--- src/rtl/exec_unit_pkg.sv ---
// exec_unit_pkg: opcode and FSM state encodings shared by exec_unit_v2 and its bench
package exec_unit_pkg;
  localparam logic [3:0] OP_NOP  = 4'd0,  OP_LDI  = 4'd1,  OP_ADD = 4'd2,  OP_SUB  = 4'd3,
                         OP_AND  = 4'd4,  OP_OR   = 4'd5,  OP_XOR = 4'd6,  OP_INV  = 4'd7,
                         OP_CLR  = 4'd8,  OP_LSH  = 4'd9,  OP_RSH = 4'd10, OP_SKZR = 4'd11,
                         OP_SKZA = 4'd12, OP_OUT  = 4'd13, OP_MUL = 4'd14, OP_RSV  = 4'd15;
  localparam logic [1:0] ST_IDLE = 2'd0, ST_SHIFT = 2'd1, ST_MUL = 2'd2;
endpackage

--- src/rtl/exec_regfile.sv ---
// exec_regfile: NR x DW register file (clk, reset, we/wa/wd sync write, ra->qa and rb->qb async reads)
module exec_regfile #(
  parameter int DW = 4,
  parameter int NR = 4,
  parameter int RW = $clog2(NR)
) (
  input  logic          clk,
  input  logic          reset,
  input  logic          we,
  input  logic [RW-1:0] wa,
  input  logic [DW-1:0] wd,
  input  logic [RW-1:0] ra,
  input  logic [RW-1:0] rb,
  output logic [DW-1:0] qa,
  output logic [DW-1:0] qb
);
  logic [DW-1:0] regs [NR];
  always_ff @(posedge clk) begin
    if (reset) regs <= '{default: '0};
    else if (we) regs[wa] <= wd;
  end
  assign qa = regs[ra];
  assign qb = regs[rb];
endmodule

--- src/rtl/exec_unit_v2.sv ---
// exec_unit_v2: execution unit (clk, reset, instr_valid/instr_ready/opcode/operand in; cpu_out, out_valid, zero_flag, carry_flag, illegal out); define EXEC_UNIT_MUL_EN to enable MUL
module exec_unit_v2 import exec_unit_pkg::*; #(
  parameter int DATA_WIDTH   = 4,
  parameter int ACC_WIDTH    = 8,
  parameter int NUM_REGS     = 4,
  parameter int OPCODE_WIDTH = 4
) (
  input  logic                    clk,
  input  logic                    reset,
  input  logic                    instr_valid,
  output logic                    instr_ready,
  input  logic [OPCODE_WIDTH-1:0] opcode,
  input  logic [2*DATA_WIDTH-1:0] operand,
  output logic [ACC_WIDTH-1:0]    cpu_out,
  output logic                    out_valid,
  output logic                    zero_flag,
  output logic                    carry_flag,
  output logic                    illegal
);
  localparam int RW = $clog2(NUM_REGS);
  logic [1:0] state;
  logic [ACC_WIDTH-1:0] acc, acc_n, ra;
  logic [DATA_WIDTH-1:0] imm, qa, qb, cnt;
  logic [RW-1:0] r_sel, t_sel;
  logic carry_n, shl, skip_pending, accept, live, legal, unused_bits;
`ifdef EXEC_UNIT_MUL_EN
  logic [ACC_WIDTH-1:0] mcand;
  logic [DATA_WIDTH-1:0] mplier;
  assign legal = opcode != OP_RSV;
`else
  assign legal = opcode != OP_RSV && opcode != OP_MUL;
`endif
  assign imm = operand[DATA_WIDTH-1:0];
  assign r_sel = operand[DATA_WIDTH +: RW];
  assign t_sel = operand[RW-1:0];
  assign ra = ACC_WIDTH'(qa);
  assign instr_ready = state == ST_IDLE;
  assign accept = instr_valid && instr_ready;
  assign live = accept && !skip_pending;
  assign zero_flag = acc == '0;
  assign unused_bits = ^{operand, qb};
  exec_regfile #(.DW(DATA_WIDTH), .NR(NUM_REGS)) u_rf (
    .clk(clk), .reset(reset), .we(live && opcode == OP_LDI), .wa(r_sel), .wd(imm),
    .ra(r_sel), .rb(t_sel), .qa(qa), .qb(qb)
  );
  always_comb begin
    acc_n = acc;
    carry_n = carry_flag;
    case (opcode)
      OP_ADD: {carry_n, acc_n} = {1'b0, acc} + {1'b0, ra};
      OP_SUB: {carry_n, acc_n} = {1'b0, acc} - {1'b0, ra};
      OP_AND: acc_n = acc & ra;
      OP_OR:  acc_n = acc | ra;
      OP_XOR: acc_n = acc ^ ra;
      OP_INV: acc_n = ~acc;
      OP_CLR: acc_n = '0;
      default: acc_n = acc;
    endcase
  end
  always_ff @(posedge clk) begin
    if (reset) begin
      state <= ST_IDLE;
      acc <= '0;
      cpu_out <= '0;
      carry_flag <= 1'b0;
      skip_pending <= 1'b0;
      cnt <= '0;
      shl <= 1'b0;
      out_valid <= 1'b0;
      illegal <= 1'b0;
`ifdef EXEC_UNIT_MUL_EN
      mcand <= '0;
      mplier <= '0;
`endif
    end else begin
      out_valid <= 1'b0;
      illegal <= accept && !legal;
      if (accept && skip_pending) skip_pending <= 1'b0;
      if (state == ST_SHIFT) begin
        acc <= shl ? acc << 1 : acc >> 1;
        carry_flag <= shl ? acc[ACC_WIDTH-1] : acc[0];
        cnt <= cnt - 1'b1;
        state <= cnt == DATA_WIDTH'(1) ? ST_IDLE : ST_SHIFT;
      end
`ifdef EXEC_UNIT_MUL_EN
      if (state == ST_MUL) begin
        acc <= acc + (mplier[0] ? mcand : '0);
        mcand <= mcand << 1;
        mplier <= mplier >> 1;
        cnt <= cnt - 1'b1;
        state <= cnt == DATA_WIDTH'(1) ? ST_IDLE : ST_MUL;
      end
`endif
      if (live) begin
        acc <= acc_n;
        carry_flag <= carry_n;
        if ((opcode == OP_LSH || opcode == OP_RSH) && imm != '0) begin
          cnt <= imm;
          shl <= opcode == OP_LSH;
          state <= ST_SHIFT;
        end
        if (opcode == OP_SKZR) skip_pending <= qa == '0;
        if (opcode == OP_SKZA) skip_pending <= acc == '0;
        if (opcode == OP_OUT) begin
          cpu_out <= acc;
          out_valid <= 1'b1;
        end
`ifdef EXEC_UNIT_MUL_EN
        if (opcode == OP_MUL) begin
          acc <= '0;
          carry_flag <= 1'b0;
          mcand <= ACC_WIDTH'(qa);
          mplier <= qb;
          cnt <= DATA_WIDTH'(DATA_WIDTH);
          state <= ST_MUL;
        end
`endif
      end
    end
  end
endmodule

--- config.mk ---
export PLATFORM = sky130hd
export DESIGN_NAME = exec_unit_v2
export DESIGN_NICKNAME = d
export VERILOG_FILES = /design/src/rtl/exec_unit_pkg.sv /design/src/rtl/exec_regfile.sv /design/src/rtl/exec_unit_v2.sv
export SDC_FILE = /design/constraint.sdc
export NUM_CORES = 1
export LEC_CHECK = 0
export CORE_ASPECT_RATIO = 2
export CORE_MARGIN = 2
export CORE_UTILIZATION = 25
export CTS_BUF_LIST = sky130_fd_sc_hd__clkbuf_8 sky130_fd_sc_hd__clkbuf_16
export CTS_CLUSTER_DIAMETER = 80
export CTS_CLUSTER_SIZE = 10
export DETAILED_ROUTE_END_ITERATION = 7
export GPL_ROUTABILITY_DRIVEN = 1
export GPL_TIMING_DRIVEN = 0
export PLACE_DENSITY_LB_ADDON = 0.12
export SKIP_CTS_REPAIR_TIMING = 1
export SYNTH_ARGS = -nofsm -noshare
export SYNTH_HDL_FRONTEND = slang
export SYNTH_SLANG_ARGS = --single-unit
--- constraint.sdc ---
create_clock -name clk -period 2.8 [get_ports clk]
set_input_delay 0.56 -clock clk [delete_from_list [all_inputs] [get_ports clk]]
set_output_delay 0.56 -clock clk [all_outputs]
set_load 0.1 [all_outputs]
=== Word level (Yosys, flattened, before mapping) ===
Cells that the tools add are included.

* $add $sub $neg: 3
* Multiply operators: 0
* Divide/modulo/power cells: 0
* Magnitude comparators: 2
* Eq/ne operators: 19
* Shift operators: 0
* Multiplexer cells: 26
* Bitwise logic cells: 6
* Reductions and logical operators: 21

{| class="wikitable"
|+ Operators with widths
! kind !! count
|-
| 8-bit one-hot mux with 7 select lines || 1
|-
| 4-bit == test, second input constant || 6
|-
| 4-bit two-way mux || 6
|-
| 8-bit two-way mux || 3
|-
| 16-bit bitwise mux || 1
|-
| 4-bit by 3-bit == test with 1-bit output, second input constant || 4
|-
| 8-bit by 4-bit adder with 9-bit output || 1
|-
| 1-bit two-way mux || 9
|-
| 8-bit by 4-bit subtractor with 9-bit output || 1
|-
| 8-bit by 4-bit bitwise AND with 8-bit output || 1
|-
| 4-bit binary-select mux with 2-bit select || 1
|-
| 4-bit demux with 2-bit select || 1
|-
| 4-bit by 1-bit == test with 1-bit output, second input constant || 2
|-
| 4-bit by 2-bit == test with 1-bit output, second input constant || 2
|-
| 1-bit logical AND || 8
|-
| 8-bit zero test || 1
|-
| 4-bit != test, second input constant || 2
|-
| 8-bit by 1-bit != test with 1-bit output, second input constant || 1
|-
| 8-bit inverter || 1
|-
| 8-bit by 4-bit OR with 8-bit output || 1
|-
| 2-bit AND reduction || 4
|-
| 8-bit by 4-bit bitwise XOR with 8-bit output || 1
|-
| 2-bit two-way mux || 3
|-
| 4-bit zero test || 1
|-
| 14 further kinds || 15
|}

* Register bits: 43
* Latch bits: 0
* Bits in writable memories: 0
* Bits in read-only memories: 0
* Bits of input ports: 15
* Logic and storage cells: 90
* Memories kept: 0

=== Depth between registers and ports, before layout ===
Gate-level depths: netlist of run 1.

* Word-level depth: 8
* Gate-level depth with buffers: 10

=== Hierarchy ===
From an unflattened synthesis of run 1, not the netlist that was laid out.

* Cells, all modules: 375
* Area total of the unflattened synthesis: 3211.8 um^2

{| class="wikitable"
|+ By module, submodules not included
! module !! times used !! cells an instance !! area an instance (um^2) !! sequential area each (um^2)
|-
| exec_unit_v2 || 1 || 307 || 2371.0 || 540.5
|-
| exec_regfile || 1 || 68 || 840.8 || 320.3
|}

=== Worst setup path before layout of run 1 ===
OpenSTA, ideal clock, no wires.

* Kind: reg-to-reg
* From: reg acc[7]
* To: reg skip_pending
* Library setup time: 70 ps
* Arrival: 3418 ps
* Data required time: 2730 ps
* Path slack: -688 ps
* Cell stages (with the launch flop): 6
* Buffers on the path: 0
* Clock period less this slack: 3488 ps
* Cell sequence: dfxtp_1 or4_1 nor3_1 a22o_1 nand2_1 a21oi_1

* Longest elaborated chain between the ends: 3

{| class="wikitable"
|+ Ends and longest elaborated chain
! what !! line !! source
|-
| from (decl) || exec_unit_v2.sv:22 || <nowiki>logic [ACC_WIDTH-1:0] acc, acc_n, ra;</nowiki>
|-
| from (signal assigned) || exec_unit_v2.sv:80 || <nowiki>acc <= shl ? acc << 1 : acc >> 1;</nowiki>
|-
| from (signal assigned) || exec_unit_v2.sv:95 || <nowiki>acc <= acc_n;</nowiki>
|-
| 8-bit zero test || - ||
|-
| named net zero_flag || exec_unit_v2.sv:16 || <nowiki>output logic zero_flag,</nowiki>
|-
| 1-bit two-way mux || exec_unit_v2.sv:103 || <nowiki>if (opcode == OP_SKZA) skip_pending <= acc == '0;</nowiki>
|-
| 1-bit two-way mux || exec_unit_v2.sv:94 || <nowiki>if (live) begin</nowiki>
|-
| to (signal assigned) || exec_unit_v2.sv:78 || <nowiki>if (accept && skip_pending) skip_pending <= 1'b0;</nowiki>
|-
| to (signal assigned) || exec_unit_v2.sv:102 || <nowiki>if (opcode == OP_SKZR) skip_pending <= qa == '0;</nowiki>
|-
| to (signal assigned) || exec_unit_v2.sv:103 ||
|-
| to (decl) || exec_unit_v2.sv:25 || <nowiki>logic carry_n, shl, skip_pending, accept, live, legal, unused_bits;</nowiki>
|}

The timed path passes the listed nets, and every way through them passes these cells.
A chain may end at the register's enable or synchronous reset.

=== Final worst setup path of run 1 ===
* From: in operand[4]
* To: reg carry_flag

* Longest elaborated chain between the ends: 7

{| class="wikitable"
|+ Ends and longest elaborated chain
! what !! line !! source
|-
| from (decl) || exec_unit_v2.sv:13 || <nowiki>input logic [2*DATA_WIDTH-1:0] operand,</nowiki>
|-
| 2-bit inverter with 3-bit output (implied by the code) * || exec_regfile.sv:22 || <nowiki>assign qa = regs[ra];</nowiki>
|-
| 4-bit binary-select mux with 2-bit select * || exec_regfile.sv:22 ||
|-
| 4-bit two-way mux (implied by the code) * (2 in series) || exec_regfile.sv:22 ||
|-
| 8-bit by 4-bit subtractor with 9-bit output / 8-bit by 4-bit adder with 9-bit output (equally long branches) || exec_unit_v2.sv:51, exec_unit_v2.sv:50 ||
|-
| 1-bit one-hot mux with 2 select lines * || exec_unit_v2.sv:49 || <nowiki>case (opcode)</nowiki>
|-
| 1-bit two-way mux * || exec_unit_v2.sv:94 ||
|-
| to (signal assigned) || exec_unit_v2.sv:81 || <nowiki>carry_flag <= shl ? acc[ACC_WIDTH-1] : acc[0];</nowiki>
|-
| to (signal assigned) || exec_unit_v2.sv:96 || <nowiki>carry_flag <= carry_n;</nowiki>
|-
| to (decl) || exec_unit_v2.sv:17 || <nowiki>output logic carry_flag,</nowiki>
|}

Mark *: on every way between the ends. The rest lies on a longest branch, timed or not. The select of a mux whose other input is x is not followed.

==> flow_metrics.env, run 1 <==
export IMPL_synth_simple_area_share=0.215
export IMPL_antenna_cells=0
export IMPL_fin_crit_ps=2680
export IMPL_synthAdderAreaFrac=0.0831
export IMPL_cts_reportedPaths_clkPinSlew_ps=70
export IMPL_max_vdd_ir_drop_uv=213
export IMPL_timing_fmax_mhz=374
export IMPL_syn_to_final_growth_pct=24.1
export IMPL_path_max_fanout=4
export IMPL_syn_area_per_cell_um2=8.36
export IMPL_tightest_slew_ps=974
export IMPL_grt_pass1_vias=2720
export IMPL_post_place_ws_ps=-1060
export IMPL_grt_overflow_total=0
export IMPL_dieArea_um2=13100
export IMPL_yosysSeqAreaShare=0.283
export IMPL_drive_above_1_share=0.165
export IMPL_power_frac_clock=0.361
export IMPL_ys_async_sr_fraction=0
export IMPL_die_x_um=82.0
export IMPL_drt_antenna_violating_nets=0
export IMPL_dpl_hpwl_mm=7.36
export IMPL_syn_cell_area_um2=3040
export IMPL_setup_violations=0
export IMPL_detail_route_iter0_violations=170
export IMPL_slew_violations=0
export IMPL_power_internal_mw=1.08
export IMPL_rows=57
export IMPL_synth_warning_count=0
export IMPL_antenna_found_initial=0
export IMPL_outcome="complete, no violations"
export IMPL_dp_cells=534
export IMPL_total_leakage_power_nw=1.36
export IMPL_arrival_ps=2900
export IMPL_p_per_area_nw_per_um2=424
export IMPL_cts_buffers=5
export IMPL_synth_xor_xnor_area_share=0.0259
export IMPL_critPathRequiredTime_ps=3020
export IMPL_maxSlewHeadroom=0.349
export IMPL_synth_top_family_by_area="compound AO/OA/AOI/OAI gates"
export IMPL_drt_vias_per_instance=5.08
export IMPL_synthTopCellsByArea="dfxtp_1 28%, ha_1 7.0%, mux2i_1 6.9%"
export IMPL_layout_common_cells="43 x dfxtp_1, 38 x nand2_1, 34 x nor2_1"
export IMPL_dpl_cell_area_um2=3460
export IMPL_ys_ff_latch=43
export IMPL_max_stage_delay_ps=460
export IMPL_start_util=0.254
export IMPL_regArea_um2=861
export IMPL_cp_start_kind="input port"
export IMPL_swShare=0.323
export IMPL_cap_viol_max_count=0
export IMPL_final_common_cell="dfxtp_1"
export IMPL_seqPwrFrac=0.406
export IMPL_final_cell_count_no_fill=547
export IMPL_io_pin_count=28
export IMPL_hold_path_class="reg -> reg"
export IMPL_syn_inst=364
export IMPL_cp_top_family="compound AO/OA/AOI/OAI gates"
export IMPL_cp_num_buf_inv=3
export IMPL_rsz0062_at_grt="false"
export IMPL_cts_buffer_depth=2
export IMPL_period_share=0.956
export IMPL_power_mw=1.60
export IMPL_grt_max_degree=14
export IMPL_synth_top_area_share=0.283
export IMPL_yosys_mux_area_fraction=0.114
export IMPL_wl_per_cell_um=18.1
export IMPL_cts_sinks=43
export IMPL_cts_tree="done"
export IMPL_setup_ws_ps=123
export IMPL_gp_congestion=0.790
export IMPL_endpoint_kind="register"
export IMPL_hold_viol_final=0
export IMPL_insertion_delay_ps=290
export IMPL_synth_compound_area_frac=0.218
export IMPL_path_class="in -> reg"
export IMPL_fillers=1290
export IMPL_die_h_um=160
export IMPL_synth_flop_cell="dfxtp_1"
export IMPL_multi_input_area_um2=2120
export IMPL_portBuffers=23
export IMPL_core_um2=12000
export IMPL_crit_chain="buf_6 -> buf_8 -> mux4_2 -> ha_4 -> inv_2 -> fa_2 -> nand2b_4 -> a211oi_4 -> a311oi_2 -> a2111o_1 -> a21oi_2"
export IMPL_syn_nets=398
export IMPL_dr_pass1_iters=4
export IMPL_final_cell_area_um2=3770
export IMPL_grt_first_pass_wirelength_mm=15.5
export IMPL_synth_cell_types=64
export IMPL_drt_total_wl_mm=9.87
export IMPL_cp_slowest_cell="mux4_2"
export IMPL_vias=2781
export IMPL_whs_ps=451
export IMPL_cts_root_buf="clkbuf_16"
export IMPL_htree_levels=2
export IMPL_synth_top_cell_by_area="dfxtp_1"
export IMPL_switchingPower_mw=0.517
export IMPL_nNetsFinal=433
export IMPL_power_frac_comb=0.233
export IMPL_synth_edf_count=0
export IMPL_route_detailed_drc=0
export IMPL_grt_total_usage=0.157
export IMPL_worst_clock_skew_ps=7.00
## final cells by class
class                           count  area share
Clock inverter                      3     0.00431
Buffer                             23      0.0308
Clock buffer                        5      0.0331
Timing Repair Buffer               28      0.0699
Inverter                           22      0.0225
Tap cell                          147      0.0487
Sequential cell                    43       0.228
Multi-Input combinational cell    276       0.562
## worst register-to-register path, cell delays in order, from the launching register on
cell	delay (ps)
dfxtp_1	310
mux4_2	570
inv_1	190
ha_4	170
o21ai_0	100
o21ai_2	250
or4b_2	610
o211a_1	150
o211ai_1	160
## power groups by stage
| stage | registers [mW] | clock network (mW) | logic (mW) |
|---|---|---|---|
| final | 0.650 | 0.578 | 0.373 |
| after global routing | 0.652 | 0.624 | 0.406 |
| after CTS | 0.649 | 0.594 | 0.364 |
| after detailed placement | 0.662 | 0 | 0.362 |
| after global placement | 0.664 | 0 | 0.369 |
| after floorplan | 0.664 | 0 | 0.249 |
## cells in the mapped netlist (2+ instances only)
master,count
a2111o_1,2
a211oi_1,7
a21o_1,3
a21oi_1,30
a221oi_1,3
a22o_1,2
a22oi_1,2
a311oi_1,3
a31oi_1,2
and2_1,2
buf_1,2
buf_2,6
clkbuf_1,13
dfxtp_1,43
fa_1,2
ha_1,17
inv_1,22
mux2i_1,21
mux4_2,6
nand2_1,38
nand2b_1,6
nand3_1,6
nand4_1,3
nor2_1,34
nor2b_1,6
nor3_1,7
nor4_1,4
o211a_1,2
o211ai_1,2
o21a_1,2
o21ai_0,14
o21ai_2,3
o221ai_1,2
o22ai_1,3
o31ai_1,2
o41ai_1,3
or2_2,4
or3_1,2
xnor2_1,5
xor2_1,4
## state kept, by name, indices dropped and copies added (netlist names), 2 cells and up
signal	flops
cnt	4
u_rf.regs	16
state	2
cpu_out	8
acc	8
## cells by family after synthesis
kind of cell / count (synthesis)
flops: 43
simple gates: 124
compound gates: 97
xor+xnor: 9
buf+inv: 45
fa+ha+maj: 19
mux: 27
## routing by layer
metal,share of wire,vias up,wire [µm],GRT usage
met2,0.49,74,4840,0.256
met3,0.047,10,467,0.0260
met4,0.018,0,173,0.0424
li1,-,1385,-,-
met1,0.44,1312,4390,0.211
met5,0,-,0,0
## path summary, 6_finish.rpt
| path | start | endpoint | slack [ps] | cells past startpoint |
|---|---|---|---|---|
| worst max register to register | u_rf.regs[3] | acc[7] | 210 | 8 |
| worst max-delay path | operand[4] | carry_flag | 120 | 11 |
| worst min register to register | cpu_out[2] | cpu_out[2] | 450 | 2 |
| worst min-delay path | cpu_out[2] | cpu_out[2] | 450 | 2 |
## stage by stage
stage,setup TNS (ps),util
2_1_floorplan,0,-
3_3_place_gp,-8000,0.289
3_5_place_dp,-7250,0.289
4_1_cts,-4760,0.301
5_1_grt,0,0.315
6_report,0,0.315
(Power assumes the default switching activity.)
==> inputs of run 2 (changes only) <==
--- a/config.mk
+++ b/config.mk
@@ -5,7 +5,6 @@
 export SDC_FILE = /design/constraint.sdc
 export NUM_CORES = 1
 export LEC_CHECK = 0
-export CORE_ASPECT_RATIO = 2
 export CORE_MARGIN = 2
 export CORE_UTILIZATION = 25
 export CTS_BUF_LIST = sky130_fd_sc_hd__clkbuf_8 sky130_fd_sc_hd__clkbuf_16
==> flow_metrics.env, run 2 (synthesis results as in run 1) <==
export IMPL_htree_levels=2
export IMPL_grt_pass1_vias=2794
export IMPL_grt_max_degree=13
export IMPL_portBuffers=23
export IMPL_fin_setup_tns_ps=0
export IMPL_route_detailed_drc=0
export IMPL_cts_buffers=5
export IMPL_vias=2832
export IMPL_p_per_area_nw_per_um2=436
export IMPL_layout_common_cells="43 x dfxtp_1, 38 x nand2_1, 34 x nor2_1"
export IMPL_setup_violations=0
export IMPL_grt_total_usage=0.158
export IMPL_top_register="u_rf.regs"
export IMPL_final_common_cell="dfxtp_1"
export IMPL_cts_root_buf="clkbuf_16"
export IMPL_outcome="complete, no violations"
export IMPL_wl_met1_mm=4.74
export IMPL_grt_overflow_total=0
export IMPL_tightest_slew_ps=983
export IMPL_final_util=0.315
export IMPL_period_share=0.964
export IMPL_power_mw=1.64
export IMPL_setup_ws_ps=100
export IMPL_wl_per_cell_um=18.2
export IMPL_dp_cells=534
export IMPL_cap_viol_max_count=0
export IMPL_dpl_hpwl_mm=7.45
export IMPL_path_max_fanout=8
export IMPL_core_um2=12000
export IMPL_largest_reg_flops=16
export IMPL_critPathRequiredTime_ps=2980
export IMPL_drt_total_wl_mm=9.95
export IMPL_whs_ps=455
export IMPL_detail_route_iter0_violations=164
export IMPL_cts_buffer_depth=2
export IMPL_drt_antenna_violating_nets=0
export IMPL_hold_viol_final=0
export IMPL_top_regs="u_rf.regs (16), acc (8), cpu_out (8)"
export IMPL_fin_crit_ps=2700
export IMPL_io_pin_count=28
export IMPL_highest_layer="met4"
export IMPL_dr_wl_met3_um=446
export IMPL_slew_violations=0
export IMPL_insertion_delay_ps=290
export IMPL_cp_start_kind="input port"
export IMPL_cts_reportedPaths_clkPinSlew_ps=60
export IMPL_timing_fmax_mhz=370
export IMPL_fillers=1297
export IMPL_cts_tree="done"
export IMPL_dpl_cell_area_um2=3460
export IMPL_path_class="in -> reg"
export IMPL_arrival_ps=2880
export IMPL_cts_sinks=43
export IMPL_maxSlewHeadroom=0.343
export IMPL_final_cell_count_no_fill=547
export IMPL_antenna_found_initial=0
export IMPL_die_h_um=114
export IMPL_dr_pass1_iters=4
export IMPL_dr_wl_met2_mm=4.61
export IMPL_hold_path_class="reg -> reg"
export IMPL_endpoint_kind="register"
export IMPL_grt_first_pass_wirelength_mm=15.9
export IMPL_dieArea_um2=13100
export IMPL_rsz0062_at_grt="false"
export IMPL_antenna_cells=0
export IMPL_worst_clock_skew_ps=8.74
export IMPL_rows=40
export IMPL_gp_congestion=0.811
export IMPL_drive_above_1_share=0.158
export IMPL_die_x_um=114
export IMPL_total_leakage_power_nw=1.37
export IMPL_post_place_ws_ps=-1030
export IMPL_start_util=0.254
export IMPL_drt_vias_per_instance=5.18
export IMPL_nNetsFinal=433
export IMPL_final_cell_area_um2=3770
export IMPL_syn_to_final_growth_pct=24.0
export IMPL_max_vdd_ir_drop_uv=220
==> run 2: cell types whose count changed in the layout (fill, tap and decap cells not counted), sizes merged <==
cell	delta
buf	-1
clkbuf	+3
clkinv	-1
clkinvlp	-1
==> run 2: power by group <==
| group | internal (mW) | leakage, nW | switching (mW) | total [mW] |
|---|---|---|---|---|
| Combinational | 0.130 | 0.942 | 0.244 | 0.375 |
| Clock | 0.376 | 0.0813 | 0.243 | 0.619 |
| Sequential | 0.627 | 0.348 | 0.0217 | 0.649 |
==> run 2: final cells by class <==
cell class                 instances  area, µm²  area share
clock buffer                       7        153      0.0405
tap                              147        184      0.0488
sequential                        43        861       0.228
multi-input combinational        276       2100       0.558
clock inverter                     1       3.75    0.000995
buffer                            23        119      0.0315
inverter                          22       82.6      0.0219
timing repair buffer              28        264      0.0700
==> run 2: path summary, 6_finish.rpt <==
path	from	to	slack [ps]	depth (start not counted)
max	operand[4]	acc[1]	100	10
min	cpu_out[4]	cpu_out[4]	450	2
max reg2reg	u_rf.regs[3]	acc[7]	180	8
min reg2reg	cpu_out[4]	cpu_out[4]	450	2
==> run 2: critical path: stages <==
cell and delay [ps]:
buf_6 90, buf_8 120, mux4_2 620, ha_4 230
fa_2 520, a21o_1 110, a22oi_1 70, o22ai_1 180
a21oi_1 100, o31a_1 280
==> run 2: routing by layer <==
metal  vias up  GRT usage
met5         -          0
met3        10     0.0222
li1       1385          -
met4         0     0.0415
met1      1362      0.223
met2        75      0.254
==> inputs of run 3 (changes only) <==
--- a/config.mk
+++ b/config.mk
@@ -6,7 +6,7 @@
 export NUM_CORES = 1
 export LEC_CHECK = 0
 export CORE_MARGIN = 2
-export CORE_UTILIZATION = 25
+export CORE_UTILIZATION = 50
 export CTS_BUF_LIST = sky130_fd_sc_hd__clkbuf_8 sky130_fd_sc_hd__clkbuf_16
 export CTS_CLUSTER_DIAMETER = 80
 export CTS_CLUSTER_SIZE = 10
@@ -14,6 +14,7 @@
 export GPL_ROUTABILITY_DRIVEN = 1
 export GPL_TIMING_DRIVEN = 0
 export PLACE_DENSITY_LB_ADDON = 0.12
+export RECOVER_POWER = 25
 export SKIP_CTS_REPAIR_TIMING = 1
 export SYNTH_ARGS = -nofsm -noshare
 export SYNTH_HDL_FRONTEND = slang
==> flow_metrics.env, run 3 (synthesis results as in run 1) <==
export IMPL_regToRegSetupSlack_ps=200
export IMPL_multi_input_area_um2=2070
export IMPL_endpoint_kind="register"
export IMPL_power_internal_mw=0.953
export IMPL_drive_above_1_share=0.143
export IMPL_dpl_hpwl_mm=6.21
export IMPL_wl_per_cell_um=18.1
export IMPL_fillers=549
export IMPL_rsz0062_at_grt="true"
export IMPL_core_um2=5890
export IMPL_nNetsFinal=433
export IMPL_die_x_um=82.0
export IMPL_grt_first_pass_wirelength_mm=13.6
export IMPL_critPathRequiredTime_ps=3000
export IMPL_cts_buffers=5
export IMPL_power_mw=1.45
export IMPL_cp_start_kind="input port"
export IMPL_insertion_delay_ps=310
export IMPL_swShare=0.342
export IMPL_htree_levels=2
export IMPL_outcome="complete, no violations"
export IMPL_cap_viol_max_count=0
export IMPL_critPathCapture="acc[1]"
export IMPL_largest_reg_flops=16
export IMPL_rows=28
export IMPL_cts_tree="done"
export IMPL_detail_route_iter0_violations=257
export IMPL_cts_reportedPaths_clkPinSlew_ps=90
export IMPL_syn_to_final_growth_pct=17.3
export IMPL_fin_crit_ps=2730
export IMPL_antenna_found_initial=0
export IMPL_setup_violations=0
export IMPL_reg2reg_depth=8
export IMPL_grt_overflow_total=0
export IMPL_cts_root_buf="clkbuf_8"
export IMPL_timing_fmax_mhz=366
export IMPL_grt_max_degree=15
export IMPL_portBuffers=23
export IMPL_start_util=0.517
export IMPL_max_vdd_ir_drop_uv=336
export IMPL_tightest_slew_ps=968
export IMPL_layout_common_cells="43 x dfxtp_1, 38 x nand2_1, 34 x nor2_1"
export IMPL_route_detailed_drc=0
export IMPL_final_common_cell="dfxtp_1"
export IMPL_dieArea_um2=6720
export IMPL_hold_path_class="reg -> reg"
export IMPL_drt_total_wl_mm=8.60
export IMPL_dp_cells=462
export IMPL_antenna_cells=0
export IMPL_worst_clock_skew_ps=9.65
export IMPL_cts_buffer_depth=2
export IMPL_reg2reg_from="u_rf.regs[7]"
export IMPL_p_per_area_nw_per_um2=406
export IMPL_total_leakage_power_nw=1.31
export IMPL_grt_pass1_vias=2734
export IMPL_drt_vias_per_instance=6.05
export IMPL_whs_ps=455
export IMPL_power_frac_clock=0.304
export IMPL_switchingPower_mw=0.495
export IMPL_seqPwrFrac=0.448
export IMPL_r2r_end="acc[7]"
export IMPL_path_class="in -> reg"
export IMPL_cts_sinks=43
export IMPL_die_h_um=82.0
export IMPL_top_register="u_rf.regs"
export IMPL_dr_pass1_iters=6
export IMPL_arrival_ps=2930
export IMPL_maxSlewHeadroom=0.353
export IMPL_grt_total_usage=0.270
export IMPL_final_cell_count_no_fill=475
export IMPL_io_pin_count=28
export IMPL_path_max_fanout=6
export IMPL_slew_violations=0
export IMPL_vias=2873
export IMPL_top_regs="u_rf.regs (16), acc (8), cpu_out (8)"
export IMPL_drt_antenna_violating_nets=0
export IMPL_gp_congestion=0.911
export IMPL_period_share=0.976
export IMPL_hold_viol_final=0
export IMPL_regArea_um2=861
export IMPL_crit_path_start="operand[4]"
export IMPL_power_frac_comb=0.248
==> run 3: cell count changes in the layout (fill, tap and decap cells not counted), moves of 2 or more <==
cell,change
clkbuf_16,-5
inv_2,-2
o21ai_0,+2
clkbuf_8,+4
dlygate4sd3_1,+2
clkdlybuf4s50_1,-2
nor3_4,-2
==> run 3: power groups by stage <==
stage                     Sequential, mW  Clock [mW]  Combinational [mW]
after floorplan                    0.664           0               0.249
after global placement             0.662           0               0.350
after detailed placement           0.663           0               0.350
after CTS                          0.648       0.442               0.352
after global routing               0.652       0.471               0.387
final                              0.650       0.440               0.359
==> run 3: layout make-up <==
type                            count  share of cell area
Inverter                           22              0.0238
Sequential cell                    43               0.241
Clock inverter                      2             0.00456
Multi-Input combinational cell    276               0.579
Clock buffer                        6              0.0231
Tap cell                           75              0.0263
Buffer                             23              0.0298
Timing Repair Buffer               28              0.0722
==> run 3: worst max-delay path: stages <==
cell	delay, ps
clkbuf_2	140
buf_6	140
mux4_2	600
ha_2	260
fa_1	490
a21o_1	110
a22oi_1	60
o22ai_1	210
a21oi_1	100
o31a_1	270
==> run 3: per-stage QoR <==
stage / TNS, ps / cell area (µm²) / utilization / worst slack (ps)
global placement: -6290 / 3370 / 0.573 / -914
floorplan: 0 / 3050 / - / 2.83
finish: 0 / 3570 / 0.606 / 66.5
global route: -101 / 3570 / 0.606 / -52.2
detailed placement: -6520 / 3370 / 0.573 / -924
CTS: -4150 / 3470 / 0.590 / -630
==> run 3: metal layers <==
metal  vias up  track usage  part of all wire
met5         -            0                 0
met4         0        0.100             0.027
li1       1377            -                 -
met1      1353        0.355              0.45
met2       122        0.437              0.47
met3        21       0.0538             0.061
==> run 3: worst min path at each step <==
stage,start,end,slack (ps),cells after the start
floorplan,u_rf.regs[4],u_rf.regs[4],450,2
global placement,cpu_out[6],cpu_out[6],440,2
detailed placement,cpu_out[2],cpu_out[2],450,2
CTS,cpu_out[6],cpu_out[6],460,2
global route,cpu_out[5],cpu_out[5],490,2
finish,cpu_out[6],cpu_out[6],460,2
